[src/rtl/rr_arb4_if.sv]
// rr_arb4_if: request side and shared downstream channel of the four-way
// round-robin arbiter. The master side is the requesters plus consumer,
// the slave side is the arbiter itself.
interface rr_arb4_if #(
  parameter int N = 8
);
  logic [3:0]   req_valid;
  logic [3:0]   req_last;
  logic [N-1:0] req_data0;
  logic [N-1:0] req_data1;
  logic [N-1:0] req_data2;
  logic [N-1:0] req_data3;
  logic [3:0]   req_ready;
  logic         out_valid;
  logic [N-1:0] out_data;
  logic         out_last;
  logic         out_ready;

  modport master (
    output req_valid, req_last, req_data0, req_data1, req_data2, req_data3,
    output out_ready,
    input  req_ready, out_valid, out_data, out_last
  );

  modport slave (
    input  req_valid, req_last, req_data0, req_data1, req_data2, req_data3,
    input  out_ready,
    output req_ready, out_valid, out_data, out_last
  );
endinterface

[src/rtl/rr_arb4.sv]
// rr_arb4: four-requester round-robin arbiter with packet locking.
// A winner is registered in IDLE and keeps the channel until its last beat
// is accepted; the pointer then moves one past that winner so it ends up
// at lowest priority for the next arbitration round.
module rr_arb4 #(
  parameter int N = 8
) (
  input  logic       clk,
  input  logic       reset,
  rr_arb4_if.slave   bus,
  output logic [1:0] sel,
  output logic [3:0] grant,
  output logic       busy
);

  typedef enum logic {
    IDLE,
    LOCKED
  } state_t;

  state_t       state;
  state_t       state_next;
  logic [1:0]   ptr;
  logic [1:0]   ptr_next;
  logic [1:0]   sel_next;
  logic [3:0]   grant_next;
  logic [1:0]   winner;
  logic [1:0]   cand;
  logic         any_req;
  logic         grantee_valid;
  logic         grantee_last;
  logic         xfer_last;
  logic [N-1:0] mux_data;

  // Datapath mux: out_data follows sel in every state, unknown select propagates x
  always_comb begin
    case (sel)
      2'd0:    mux_data = bus.req_data0;
      2'd1:    mux_data = bus.req_data1;
      2'd2:    mux_data = bus.req_data2;
      2'd3:    mux_data = bus.req_data3;
      default: mux_data = 'x;
    endcase
  end

  // Rotating priority search: scanning from farthest to nearest offset lets
  // the requester closest to ptr overwrite the others and win
  always_comb begin
    winner  = ptr;
    any_req = 1'b0;
    cand    = ptr;
    for (int k = 3; k >= 0; k--) begin
      cand = ptr + 2'(k);
      if (bus.req_valid[cand]) begin
        winner  = cand;
        any_req = 1'b1;
      end
    end
  end

  assign grantee_valid = bus.req_valid[sel];
  assign grantee_last  = bus.req_last[sel];
  assign xfer_last     = (state == LOCKED) & grantee_valid & grantee_last & bus.out_ready;
  assign bus.out_data  = mux_data;
  assign busy          = (state == LOCKED);

  // Channel handshake is only opened to the grantee while a packet holds the lock
  always_comb begin
    bus.out_valid = 1'b0;
    bus.out_last  = 1'b0;
    bus.req_ready = 4'b0000;
    if (state == LOCKED) begin
      bus.out_valid      = grantee_valid;
      bus.out_last       = grantee_valid & grantee_last;
      bus.req_ready[sel] = bus.out_ready;
    end
  end

  // Next-state logic: arbitrate in IDLE, release on the accepted last beat
  always_comb begin
    state_next = state;
    ptr_next   = ptr;
    sel_next   = sel;
    grant_next = grant;
    case (state)
      IDLE: begin
        if (any_req) begin
          sel_next   = winner;
          grant_next = 4'b0001 << winner;
          state_next = LOCKED;
        end
      end
      LOCKED: begin
        if (xfer_last) begin
          ptr_next   = sel + 2'd1;
          grant_next = 4'b0000;
          state_next = IDLE;
        end
      end
      default: begin
        state_next = IDLE;
        grant_next = 4'b0000;
      end
    endcase
  end

  // Arbitration registers; reset abandons any packet in progress
  always_ff @(posedge clk) begin
    if (reset) begin
      state <= IDLE;
      ptr   <= 2'd0;
      sel   <= 2'd0;
      grant <= 4'b0000;
    end else begin
      state <= state_next;
      ptr   <= ptr_next;
      sel   <= sel_next;
      grant <= grant_next;
    end
  end

endmodule
[src/flat_wrapper.sv]
// flat-port wrapper written by rule: the top's interface ports become plain ports
module rr_arb4_flat 
#(
  parameter int N = 8
)
  (clk, reset, sel, grant, busy, bus_req_valid, bus_req_last, bus_req_data0, bus_req_data1, bus_req_data2, bus_req_data3, bus_out_ready, bus_req_ready, bus_out_valid, bus_out_data, bus_out_last);
  rr_arb4_if #(.N(N)) bus_i ();
  input  logic clk;
  input  logic reset;
  output logic [1:0] sel;
  output logic [3:0] grant;
  output logic busy;
  input wire logic [$bits(bus_i.req_valid)-1:0] bus_req_valid;
  input wire logic [$bits(bus_i.req_last)-1:0] bus_req_last;
  input wire logic [$bits(bus_i.req_data0)-1:0] bus_req_data0;
  input wire logic [$bits(bus_i.req_data1)-1:0] bus_req_data1;
  input wire logic [$bits(bus_i.req_data2)-1:0] bus_req_data2;
  input wire logic [$bits(bus_i.req_data3)-1:0] bus_req_data3;
  input wire logic [$bits(bus_i.out_ready)-1:0] bus_out_ready;
  output wire logic [$bits(bus_i.req_ready)-1:0] bus_req_ready;
  output wire logic [$bits(bus_i.out_valid)-1:0] bus_out_valid;
  output wire logic [$bits(bus_i.out_data)-1:0] bus_out_data;
  output wire logic [$bits(bus_i.out_last)-1:0] bus_out_last;
  assign bus_i.req_valid = bus_req_valid;
  assign bus_i.req_last = bus_req_last;
  assign bus_i.req_data0 = bus_req_data0;
  assign bus_i.req_data1 = bus_req_data1;
  assign bus_i.req_data2 = bus_req_data2;
  assign bus_i.req_data3 = bus_req_data3;
  assign bus_i.out_ready = bus_out_ready;
  assign bus_req_ready = bus_i.req_ready;
  assign bus_out_valid = bus_i.out_valid;
  assign bus_out_data = bus_i.out_data;
  assign bus_out_last = bus_i.out_last;
  rr_arb4 #(.N(N)) u_core (.clk(clk), .reset(reset), .bus(bus_i), .sel(sel), .grant(grant), .busy(busy));
endmodule
[config.mk]
export PLATFORM = sky130hd
export DESIGN_NAME = rr_arb4_flat
export DESIGN_NICKNAME = d
export VERILOG_FILES = /design/src/rtl/rr_arb4_if.sv /design/src/rtl/rr_arb4.sv /design/src/flat_wrapper.sv
export SDC_FILE = /design/constraint.sdc
export NUM_CORES = 1
export LEC_CHECK = 0
export CAP_MARGIN = 20
export CORE_ASPECT_RATIO = 0.7
export CORE_MARGIN = 2
export CORE_UTILIZATION = 35
export CTS_CLUSTER_DIAMETER = 120
export CTS_CLUSTER_SIZE = 16
export DETAILED_ROUTE_END_ITERATION = 16
export GPL_TIMING_DRIVEN = 0
export HOLD_SLACK_MARGIN = 0.1
export PLACE_DENSITY = 0.91
export SLEW_MARGIN = 20
export SYNTH_ARGS = -nofsm -noshare
export SYNTH_HDL_FRONTEND = slang
export SYNTH_SLANG_ARGS = --single-unit
[constraint.sdc]
create_clock -name clk -period 5.7 [get_ports clk]
set_clock_uncertainty 0.1 [all_clocks]
set_input_delay 1.71 -clock clk [delete_from_list [all_inputs] [get_ports clk]]
set_output_delay 1.71 -clock clk [all_outputs]
set_load 0.02 [all_outputs]
==> metrics.txt <==
CP peak stage delay=0.61 ns; IO Port Bufs=63; worst setup margin=about 0.29 ns; pre-CTS setup slack=0.297 ns; HP Class=reg2reg; WP buf/inv=2; Area Overhead vs Synth=84.9%; post-synth cell types=27; fin area=1520 um2; syn avg cell area=8.29 um2; Root Buffer=clkbuf_4; placer congestion estimate=0.824; max-slew violations=0; I/O pin total=64; core area=2190 um2; Worst EP arrival=3.60 ns; Worst-Margin Slew=approximately 0.67 ns; Initial Util=37.5%; total power=0.000228 W; latest clock arrival within the worst-skew pair=around 0.26 ns; area post-placement=1490 um2; Yosys reg bits=9; clock share of power=21.4%; wire per inst=around 15 um; DRT Pass-1 Iters=5; sequential element share of the synthesized area=22.0%; Flop pwr share=30.6%; final setup violation count=0; DR vias/cell=between 5 and 6; commonest non-fill, non-tap cell in the layout=clkdlybuf4s50_1; antenna cells=0; Row Count=14; vias in the first global route=989; final worst path period share=95.0%; Total GRT Usage=23.6%; Crit-path slowest cell=mux4_1; maximum clock path buffer count=2; synthesized area=about 820 um2; CTS tree=built; Worst slew margin=55.6%; most frequent cells in the layout=63 x clkdlybuf4s50_1, 11 x inv_1, 9 x mux2i_1, 9 x dfxtp_1; dpl hpwl=2500 um; RSZ-0062 raised after global routing=no; global route total overflow=0; Leak=between 0.6 and 0.7 nW; width of the chip=61.9 um; min Tclk post-route=5.41 ns; die footprint=about 2800 um2; Sw Ratio=32.3%; Final ANT Viol Nets=0; via count=1046; Worst path most repeated cell=clkdlybuf4s50_1; CP endpoint kind=primary output; quantity of gates resized following cts=0; Nets=215; Syn Nets=147; MaxCap Viol Count=0; CP top delay family=buffers and inverters; crit path max fanout=8; peak supply drop=between 0.15 and 0.2 mV; antenna violations before repair=0; H-tree depth=1; NetSw=0.0000739 W; Syn. warnings=0; Die Y=about 45 um; hold_buf cts=0; Worst-path clk slew=~0.060 ns; worst-path cell chain=clkdlybuf4s50_1 -> mux4_1 -> and3_1 -> clkdlybuf4s50_1; Hold Slack=roughly 0.37 ns; Cell Int Power=0.000155 W; Gate power share=between 40% and 50%; share of layout cells above drive strength 1=3.61%; first-pass GRT wire length=4730 um; status=finished clean; setup tns final=0 ns; CTS sink count=9; Iter 0 DRT Violations=98; Worst Path Required=roughly 4 ns; Post-route DRC=0; highest clock rate=185 MHz; Final Hold Fails=0; Num CTS Buffers=3; WS Path Type=in2out; Gate Count Post-Synth=99; pwr dens=150 nW/um2; setup repair bufs after CTS=0; largest net degree at the start of global routing=11; drt total wl=3050 um; Critical Path Source Type=primary input
## tightest hold or removal path, cell delays in order (launching register included)
cell and delay, ns:
dfxtp_1 0.31, nand3_1 0.06, a21oi_1 0.05
## path summary, 6_finish.rpt
check / start / to / slack [ns] / depth (start not counted)
worst max-delay path: bus_req_valid[3] / bus_out_last / 0.29 / 4
worst min-delay path: u_core.grant[0]$_SDFFE_PP0P_ / u_core.grant[0]$_SDFFE_PP0P_ / 0.37 / 2
worst max register to register: u_core.sel[1]$_SDFFE_PP0P_ / u_core.ptr[1]$_SDFFE_PP0P_ / 3.86 / 4
worst min register to register: u_core.grant[0]$_SDFFE_PP0P_ / u_core.grant[0]$_SDFFE_PP0P_ / 0.37 / 2
## synthesized netlist by cell type
library cell  count  share of area [%]
o31a_1            1                1.1
o21ai_1           1               0.61
inv_1            11                5.0
nand4_4           1                2.6
or2_1             1               0.76
and2b_2           1                1.1
nand3_1           4                2.4
or3_1             1               0.76
nor2_1            8                3.7
o221ai_1          1                1.1
clkbuf_1          6                2.7
mux2i_1           9                 11
nand2_1           5                2.3
a2bb2oi_1         1                1.1
mux4_1            2                6.4
o221a_2           1                1.4
a21o_1            1               0.91
dfxtp_1           9                 22
a21oi_1           8                4.9
o21ai_0           2                1.2
and3_1            5                3.8
ha_1              5                7.6
nand2b_1          2                1.5
nor2b_1           2                1.5
a222oi_1          8                9.8
o32ai_1           2                2.1
and2_1            1               0.76
## metrics by stage
stage | instances | util (%)
after floorplan | 99 | -
after global placement | 194 | 68.1
after detailed placement | 194 | 68.1
after global routing | 198 | 69.3
after CTS | 198 | 69.3
final | 198 | 69.3
## kinds of logic (layout without fill, tap and decap cells)
family          after synthesis  count (layout)  share of synthesized area [%]
compound gates               26              26                           24.1
simple gates                 31              31                           21.2
fa+ha+maj                     5               5                           7.62
flops                         9               9                           22.0
mux                          11              11                           17.4
buf+inv                      17              84                           7.77
## area by class of cell
cell class              count  area [um2]
inverters                  11        41.3
fillers                   163         672
flip-flops and latches      9         180
clock buffers               4        26.3
repair buffers             63         631
plain buffers               6        22.5
well taps                  32        40.0
multi-input cells          73         577
## flip-flops by register name, indices dropped and copies added, names as in the netlist
name / cells
u_core.grant: 4
u_core.busy: 1
u_core.ptr: 2
u_core.sel: 2
## power by group through the flow
| stage | Clock (W) | Combinational (W) | Sequential, W |
|---|---|---|---|
| after detailed placement | 0 | 0.000109 | 0.0000713 |
| after CTS | 0.0000508 | 0.000109 | 0.0000699 |
| after global placement | 0 | 0.000105 | 0.0000711 |
| final | 0.0000489 | 0.000110 | 0.0000699 |
| after global routing | 0.0000540 | 0.000117 | 0.0000704 |
| after floorplan | 0 | 0.0000454 | 0.0000743 |
## routing by layer
metal	GRT usage [%]	up-vias	share of wire, %
li1	-	507	-
met1	27.7	494	41
met2	42.1	39	53
met3	7.31	6	4.2
met4	5.11	0	1.7
met5	0	-	0
Note: power is estimated with default switching activity, not from simulation.
